### src/rtl/matrix_mac_sequencer_if.sv
// Operand/accumulator and result-writer signals shared by the MAC sequencer
// (master) and the datapath/storage it drives (slave).
interface matrix_mac_sequencer_if #(
    parameter int M_SIZE = 4
);
    localparam int IDX_W = $clog2(M_SIZE);

    logic               operand_valid;
    logic               acc_clear;
    logic               acc_enable;
    logic [2*IDX_W-1:0] a_addr;
    logic [2*IDX_W-1:0] b_addr;
    logic               c_valid;
    logic               c_ready;
    logic [2*IDX_W-1:0] c_addr;

    modport master (
        input  operand_valid,
        input  c_ready,
        output acc_clear,
        output acc_enable,
        output a_addr,
        output b_addr,
        output c_valid,
        output c_addr
    );

    modport slave (
        output operand_valid,
        output c_ready,
        input  acc_clear,
        input  acc_enable,
        input  a_addr,
        input  b_addr,
        input  c_valid,
        input  c_addr
    );
endinterface

### src/rtl/matrix_mac_sequencer.sv
// Sequences one M_SIZE x M_SIZE multiply C = A*B through a shared accumulator.
// Optional cancel of an in-flight multiply: define MAC_SEQ_ABORT_EN.
//
// state | meaning
// IDLE  | waiting for start, counters zero
// CLEAR | one-cycle accumulator clear before each element
// ACCUM | stepping k with operand_valid, one product per valid cycle
// WRITE | presenting finished element until the writer accepts it
// DONE  | one-cycle completion pulse, counters zero
module matrix_mac_sequencer #(
    parameter int M_SIZE = 4
) (
    input  logic                         clock,
    input  logic                         reset,
    input  logic                         start,
`ifdef MAC_SEQ_ABORT_EN
    input  logic                         abort,
`endif
    output logic                         busy,
    output logic                         done,
    matrix_mac_sequencer_if.master       mac
);
    localparam int IDX_W = $clog2(M_SIZE);
    localparam logic [IDX_W-1:0] IDX_MAX = IDX_W'(M_SIZE - 1);

    typedef enum logic [2:0] {
        IDLE  = 3'd0,
        CLEAR = 3'd1,
        ACCUM = 3'd2,
        WRITE = 3'd3,
        DONE  = 3'd4
    } state_t;

    state_t             state_q, state_d;
    logic [IDX_W-1:0]   i_q, i_d;
    logic [IDX_W-1:0]   j_q, j_d;
    logic [IDX_W-1:0]   k_q, k_d;
    logic               busy_q, busy_d;
    logic               done_q, done_d;
    logic               clear_q, clear_d;
    logic               c_valid_q, c_valid_d;
    logic [2*IDX_W-1:0] a_addr_q, a_addr_d;
    logic [2*IDX_W-1:0] b_addr_q, b_addr_d;
    logic [2*IDX_W-1:0] c_addr_q, c_addr_d;
`ifdef MAC_SEQ_ABORT_EN
    logic               abort_hit;
`endif

    always_comb begin
        state_d = state_q;
        i_d     = i_q;
        j_d     = j_q;
        k_d     = k_q;
`ifdef MAC_SEQ_ABORT_EN
        abort_hit = 1'b0;
`endif
        unique case (state_q)
            IDLE: begin
                i_d = '0;
                j_d = '0;
                k_d = '0;
                if (start) state_d = CLEAR;
            end
            CLEAR: state_d = ACCUM;
            ACCUM: begin
                if (mac.operand_valid) begin
                    if (k_q == IDX_MAX) begin
                        k_d     = '0;
                        state_d = WRITE;
                    end else begin
                        k_d = k_q + 1'b1;
                    end
                end
            end
            WRITE: begin
                if (mac.c_ready) begin
                    if (i_q == IDX_MAX && j_q == IDX_MAX) begin
                        // zero here so DONE already shows idle counters/addresses
                        i_d     = '0;
                        j_d     = '0;
                        state_d = DONE;
                    end else begin
                        state_d = CLEAR;
                        if (j_q == IDX_MAX) begin
                            j_d = '0;
                            i_d = i_q + 1'b1;
                        end else begin
                            j_d = j_q + 1'b1;
                        end
                    end
                end
            end
            DONE: begin
                i_d     = '0;
                j_d     = '0;
                k_d     = '0;
                state_d = IDLE;
            end
            default: state_d = IDLE;
        endcase
`ifdef MAC_SEQ_ABORT_EN
        if (abort && (state_q inside {CLEAR, ACCUM, WRITE})) begin
            abort_hit = 1'b1;
            state_d   = IDLE;
            i_d       = '0;
            j_d       = '0;
            k_d       = '0;
        end
`endif
        // outputs are registered from the next state so they line up with it
        busy_d    = (state_d != IDLE);
        done_d    = (state_d == DONE);
        clear_d   = (state_d == CLEAR);
        c_valid_d = (state_d == WRITE);
        a_addr_d  = {i_d, k_d};
        b_addr_d  = {k_d, j_d};
        c_addr_d  = {i_d, j_d};
    end

    always_ff @(posedge clock or negedge reset) begin
        if (!reset) begin
            state_q   <= IDLE;
            i_q       <= '0;
            j_q       <= '0;
            k_q       <= '0;
            busy_q    <= 1'b0;
            done_q    <= 1'b0;
            clear_q   <= 1'b0;
            c_valid_q <= 1'b0;
            a_addr_q  <= '0;
            b_addr_q  <= '0;
            c_addr_q  <= '0;
        end else begin
            state_q   <= state_d;
            i_q       <= i_d;
            j_q       <= j_d;
            k_q       <= k_d;
            busy_q    <= busy_d;
            done_q    <= done_d;
            clear_q   <= clear_d;
            c_valid_q <= c_valid_d;
            a_addr_q  <= a_addr_d;
            b_addr_q  <= b_addr_d;
            c_addr_q  <= c_addr_d;
        end
    end

    assign busy           = busy_q;
    assign done           = done_q;
    assign mac.acc_enable = (state_q == ACCUM) && mac.operand_valid;
`ifdef MAC_SEQ_ABORT_EN
    // clearing on abort leaves the accumulator empty for the next run
    assign mac.acc_clear  = clear_q | abort_hit;
`else
    assign mac.acc_clear  = clear_q;
`endif
    assign mac.a_addr     = a_addr_q;
    assign mac.b_addr     = b_addr_q;
    assign mac.c_valid    = c_valid_q;
    assign mac.c_addr     = c_addr_q;
endmodule

### src/flat_wrapper.sv
// flat-port wrapper written by rule: the top's interface ports become plain ports
module matrix_mac_sequencer_flat 
#(
    parameter int M_SIZE = 4
)
  (clock, reset, start, busy, done, mac_operand_valid, mac_c_ready, mac_acc_clear, mac_acc_enable, mac_a_addr, mac_b_addr, mac_c_valid, mac_c_addr);
  matrix_mac_sequencer_if #(.M_SIZE(M_SIZE)) mac_i ();
  input  logic clock;
  input  logic reset;
  input  logic start;
  output logic busy;
  output logic done;
  input wire logic [$bits(mac_i.operand_valid)-1:0] mac_operand_valid;
  input wire logic [$bits(mac_i.c_ready)-1:0] mac_c_ready;
  output wire logic [$bits(mac_i.acc_clear)-1:0] mac_acc_clear;
  output wire logic [$bits(mac_i.acc_enable)-1:0] mac_acc_enable;
  output wire logic [$bits(mac_i.a_addr)-1:0] mac_a_addr;
  output wire logic [$bits(mac_i.b_addr)-1:0] mac_b_addr;
  output wire logic [$bits(mac_i.c_valid)-1:0] mac_c_valid;
  output wire logic [$bits(mac_i.c_addr)-1:0] mac_c_addr;
  assign mac_i.operand_valid = mac_operand_valid;
  assign mac_i.c_ready = mac_c_ready;
  assign mac_acc_clear = mac_i.acc_clear;
  assign mac_acc_enable = mac_i.acc_enable;
  assign mac_a_addr = mac_i.a_addr;
  assign mac_b_addr = mac_i.b_addr;
  assign mac_c_valid = mac_i.c_valid;
  assign mac_c_addr = mac_i.c_addr;
  matrix_mac_sequencer #(.M_SIZE(M_SIZE)) u_core (.clock(clock), .reset(reset), .start(start), .busy(busy), .done(done), .mac(mac_i));
endmodule
### config.mk
export PLATFORM = sky130hd
export DESIGN_NAME = matrix_mac_sequencer_flat
export DESIGN_NICKNAME = d
export VERILOG_FILES = /design/src/rtl/matrix_mac_sequencer_if.sv /design/src/rtl/matrix_mac_sequencer.sv /design/src/flat_wrapper.sv
export SDC_FILE = /design/constraint.sdc
export NUM_CORES = 1
export LEC_CHECK = 0
export CORE_ASPECT_RATIO = 0.9
export CORE_UTILIZATION = 44
export DETAILED_ROUTE_END_ITERATION = 6
export GPL_TIMING_DRIVEN = 0
export PLACE_DENSITY = 0.76
export SYNTH_ARGS = -nofsm -noshare
export SYNTH_HDL_FRONTEND = slang
export SYNTH_SLANG_ARGS = --single-unit
### constraint.sdc
create_clock -name clock -period 1.9 [get_ports clock]
set_input_delay 0.38 -clock clock [delete_from_list [all_inputs] [get_ports clock]]
set_output_delay 0.38 -clock clock [all_outputs]
set_load 0.02 [all_outputs]
==> flow_summary.toml, run 1 <==
[drt]
vias = 539
first_pass_iters = 5
drc = 0
ant_nets = 0
route.detailed.wl_per_inst_um = 12.17
finalWirelength_um = 1290
drt_iter0_markers = 7
routed_via_density = 5.085

[synthesis]
synth-seq-area-share_pct = 46.76
ys.flop_type = "dfrtp_1"
synth_cells = 66
synth_cell_types = 25
syn_nets = 74
ys_seq_elements = 13
synth_edf_count = 0
syn_area_um2 = 695.7
synth-async-reset-ratio_pct = 100.0
ys_warn_count = 0
syn_area_per_cell_um2 = 10.54

[global_route]
busiest_layer = "met2"
use_met1_pct = 21.45
grtUsageMet3_pct = 5.530
grt_pass1_vias = 462
grtUsageTotal_pct = 17.38
grt_overflow = 0
grt_pass1_wl_um = 2035
antenna_found_initial = 0
grt_max_degree = 14
grtUsageMet2_pct = 26.12

[setup_path]
cp-end-kind = "output pin"
cp_slowest_cell = "clkdlybuf4s50_1"
required_ns = 1.52
cp-start-kind = "register"
path_class = "register to output pin"
worstPathArrival_ns = 1.42
crit_fanout = 5
crit_chain = "buf_4 > clkdlybuf4s50_1"
cpPeakStageDelay_ns = 0.59

[place]
dp_hpwl_um = 935.8
gp_congestion = 0.7524
dpl_cell_area_um2 = 924.6
placement.io_buffers = 21

[timing]
fmax_mhz = 555.4
finalMaxSlewViolations = 0
period_minus_slack_ns = 1.801
fin_setup_tns_ns = 0
tightest_slew_ns = 0.5814
rsz0062_at_grt = "no"
finalHoldViolations = 0
fin_skew_ns = 0.002122
finalCritPeriodShare_pct = 94.77
setup_viol = 0
relSlewSlack_pct = 61.12

[cells_and_area]
final_common_cell = "clkdlybuf4s50_1"
antennaDiodeCount = 0
layout.nets = 100
n_fill_cell = 135
final_area_um2 = 945.9
syn_to_final_growth_pct = 35.97
mostFrequentLayoutCells = "clkdlybuf4s50_1 (20), dfrtp_1 (13), nand2_1 (6), buf_4 (6)"
drive_gt1_share_pct = 15.38

[cts]
clk_pin_slew_ns = 0.08
clock_path_buffers = 2
worstSkewPairLatency_ns = 0.27
cts_root_buffer = "clkbuf_4"
postCtsHoldBufs = 0
cts_inserted_buffers = 3
h-tree-depth = 1
cts_setup_buffers = 0
clock-sinks = 13
ctsResizeCount = 1
cts_tree = "yes"

[flow_run]
drv_cap = 0

[status]
outcome = "complete, no violations"

[floorplan]
die_h_um = 39.72
io_pins = 22
start_util_pct = 47.52
rows = 13
die_area_um2 = 1744
core-area_um2 = 1464
die_w_um = 43.92

[power]
vdd_drop_max_uv = 740.3
p_leak_nw = 0.4049
p_per_area_nw_per_um2 = 1359
total_power_mw = 1.286

[min_path]
hp-class = "input port to async pin"
## final cells by class
type | instances | area [um^2] | share of cell area [%]
Buffer | 9 | 63.81 | 6.746
Clock buffer | 4 | 26.28 | 2.778
Inverter | 4 | 15.01 | 1.587
Multi-Input combinational cell | 40 | 291.5 | 30.82
Sequential cell | 13 | 325.3 | 34.39
Tap cell | 15 | 18.77 | 1.984
Timing Repair Buffer | 21 | 205.2 | 21.69
## synth_stat cells, types with 2 or more instances
cell / number / area (um^2)
a32o_1: 2 / 20.02
buf_4: 6 / 45.04
clkbuf_1: 2 / 7.510
dfrtp_1: 13 / 325.3
ha_1: 3 / 37.54
inv_1: 4 / 15.01
mux2i_1: 4 / 40.04
nand2_1: 6 / 22.52
nand3b_1: 2 / 15.01
nand4b_1: 2 / 17.52
nor2_1: 2 / 7.510
nor3_1: 4 / 20.02
o21ai_0: 3 / 15.01
o22ai_1: 2 / 12.51
## where the power goes
| group | internal [mW] | switching [mW] |
|---|---|---|
| clock | 0.0811 | 0.0844 |
| combinational | 0.341 | 0.340 |
| sequential | 0.358 | 0.0813 |
| total | 0.780 | 0.506 |
## through the flow
step | hold WS [ns] | util [%] | cells | setup WS [ns]
2_1_floorplan | 0.08441 | - | 66 | 0.4287
3_3_place_gp | 0.5192 | 63.16 | 102 | -0.2442
3_5_place_dp | 0.5345 | 63.16 | 102 | -0.2451
4_1_cts | 0.4989 | 64.87 | 106 | 0.02802
5_1_grt | 0.5177 | 64.62 | 106 | 0.02516
6_report | 0.4789 | 64.62 | 106 | 0.09935
## path summary, 6_finish.rpt
kind                                endpoint  slack (ns)  cells past startpoint
setup / recovery               mac_c_addr[0]         0.1                      2
hold / removal             u_core.state_q[2]        0.48                      1
setup reg to reg                    register        0.43                      3
hold reg to reg                     register        0.54                      1
max in group asynchronous          async pin        1.04                      1
min in group clock                  register        0.54                      1
## worst max-delay path, delay by kind of cell (launching register included)
family   cells  cell delay, ns
flops        1            0.43
buf+inv      2            0.72
## cell families (layout without fill, tap and decap cells)
family,after synthesis,in the layout,synth area share (%)
AO/OA/AOI/OAI,11,11,10.61
adder cells (fa/ha/maj),3,3,5.396
buffers and inverters,13,38,11.33
flip-flops,13,13,46.76
multiplexers,4,4,5.756
AND/OR/NAND/NOR,22,22,20.14
## metal layers
layer	share of wire, %	vias to the layer above	routed length [um]
li1	-	276	-
met1	51	249	662
met2	43	12	558
met3	4.4	2	57
met4	0.93	0	12
met5	0	-	0
(Power assumes the default switching activity.)
==> run 2: changes to the inputs <==
CORE_ASPECT_RATIO = not set   (was 0.9)
CORE_UTILIZATION = 50   (was 44)
CTS_BUF_LIST = sky130_fd_sc_hd__clkbuf_4 sky130_fd_sc_hd__clkbuf_8   (was not set)
PLACE_DENSITY = 0.85   (was 0.76)
clock period = 2.2 ns   (was 1.9 ns; I/O delays follow)
==> run 2 against run 1 <==
Compared with the run above:
- cell count did not move
- critical path depth grew 1
- flip-flop and latch count unchanged
- via count is 7.6% higher
- sequential power decreased by 13%
- count of clock-buffer cells in the layout stayed put
- cell area grew 0.79%
- core utilization increased by 8.7 points
- worst hold slack gained 0.047 ns
- routed wire length increased by 10%
- largest cell class unchanged
- highest routed layer unchanged
==> flow_summary.toml, run 2 (same netlist as run 1, synthesis figures left out) <==
[status]
outcome = "complete, no violations"

[cts]
cts_root_buffer = "clkbuf_4"
cts_inserted_buffers = 3
clk_pin_slew_ns = 0.08
clock-sinks = 13
worstSkewPairLatency_ns = 0.27
postCtsHoldBufs = 0
h-tree-depth = 1
clock_path_buffers = 2
cts_tree = "yes"

[drt]
drc = 0
first_pass_iters = 4
maxUsedRoutingLayer = "met4"
dr_wl_met2_um = 679
finalWirelength_um = 1425
route.detailed.wl_per_inst_um = 13.44
met1_length_um = 651
vias = 580
wl_met3_um = 71
routed_via_density = 5.472
drt_iter0_markers = 14
ant_nets = 0

[timing]
fin_setup_tns_ns = 0
finalCritPeriodShare_pct = 91.19
fin_skew_ns = 0.0006969
setup_viol = 0
whs_ns = 0.5255
finalMaxSlewViolations = 0
tightest_slew_ns = 0.5719
fmax_mhz = 498.4
finalHoldViolations = 0
rsz0062_at_grt = "no"
relSlewSlack_pct = 61.75
period_minus_slack_ns = 2.006

[setup_path]
crit_chain = "clkdlybuf4s50_1 > and4bb_2 > dlygate4sd2_1"
crit_fanout = 5
cp_slowest_cell = "clkdlybuf4s50_1"
path_class = "input port to output pin"
crit_family = "buffers and inverters"
cp-start-kind = "input port"
worstPathArrival_ns = 1.57
cpPeakStageDelay_ns = 0.49
path_buf_inv = 2
required_ns = 1.76
cp-end-kind = "output pin"

[power]
vdd_drop_max_uv = 710.7
total_power_mw = 1.145
p_per_area_nw_per_um2 = 1201
p_leak_nw = 0.4107

[place]
gp_congestion = 0.7680
placement.io_buffers = 21
dp_hpwl_um = 982.8
dpl_cell_area_um2 = 924.6

[global_route]
grt_max_degree = 14
antenna_found_initial = 0
grt_overflow = 0
grt_pass1_wl_um = 2063
grtUsageTotal_pct = 20.62
grt_pass1_vias = 487

[floorplan]
io_pins = 22
die_area_um2 = 1544
die_w_um = 39.30
rows = 13
core-area_um2 = 1301
die_h_um = 39.30
start_util_pct = 53.46

[min_path]
hp-class = "input port to async pin"

[flow_run]
drv_cap = 0

[cells_and_area]
fin_util_pct = 73.27
syn_to_final_growth_pct = 37.05
final_area_um2 = 953.4
drive_gt1_share_pct = 15.38
antennaDiodeCount = 0
mostFrequentLayoutCells = "clkdlybuf4s50_1 (20), dfrtp_1 (13), nand2_1 (6), buf_4 (6)"
n_fill_cell = 106
final_common_cell = "clkdlybuf4s50_1"
layout.nets = 100
==> run 2: report_power, final <==
| group | total (mW) | switching [mW] | internal [mW] |
|---|---|---|---|
| Combinational | 0.603 | 0.307 | 0.297 |
| Clock | 0.161 | 0.0783 | 0.0827 |
| Sequential | 0.381 | 0.0716 | 0.309 |
| Total | 1.15 | 0.456 | 0.689 |
==> run 2: routing by layer <==
metal	GRT usage (%)	vias up
met5	0	-
met4	10.34	0
met3	5.114	4
met2	34.58	19
met1	24.11	279
li1	-	278
==> run 2: worst register-to-register path, cell delays in order, from the launching register on <==
cell     delay [ns]
dfrtp_1        0.42
ha_1           0.24
or4b_4         0.55
o22ai_1        0.19
==> run 2: path summary, 6_finish.rpt <==
path	slack, ns	cells past startpoint	startpoint	end
setup / recovery	0.19	3	mac_operand_valid	mac_acc_enable
max in group asynchronous	1.30	1	reset	async pin
hold / removal	0.53	1	reset	u_core.busy
hold reg to reg	0.54	1	register	register
min in group clock	0.54	1	register	register
setup reg to reg	0.72	3	register	register
==> run 2: per-stage QoR <==
stage,instances,worst slack [ns]
finish,106,0.1937
CTS,106,0.1947
global placement,102,-0.07212
global route,106,0.1658
detailed placement,102,-0.07543
floorplan,66,0.7287
==> run 2: timing repair <==
action                                  4_1_cts  5_1_grt
buffers inserted                              0        0
endpoints found under the setup margin        1        0
resized for setup                             1        0
==> run 2: layout make-up <==
class	count	area [um^2]	area share [%]
buffer	9	63.81	6.693
clock buffer	4	30.03	3.150
inverter	4	15.01	1.575
multi-input combinational	40	291.5	30.58
sequential	13	325.3	34.12
tap	15	18.77	1.969
timing repair buffer	21	209.0	21.92
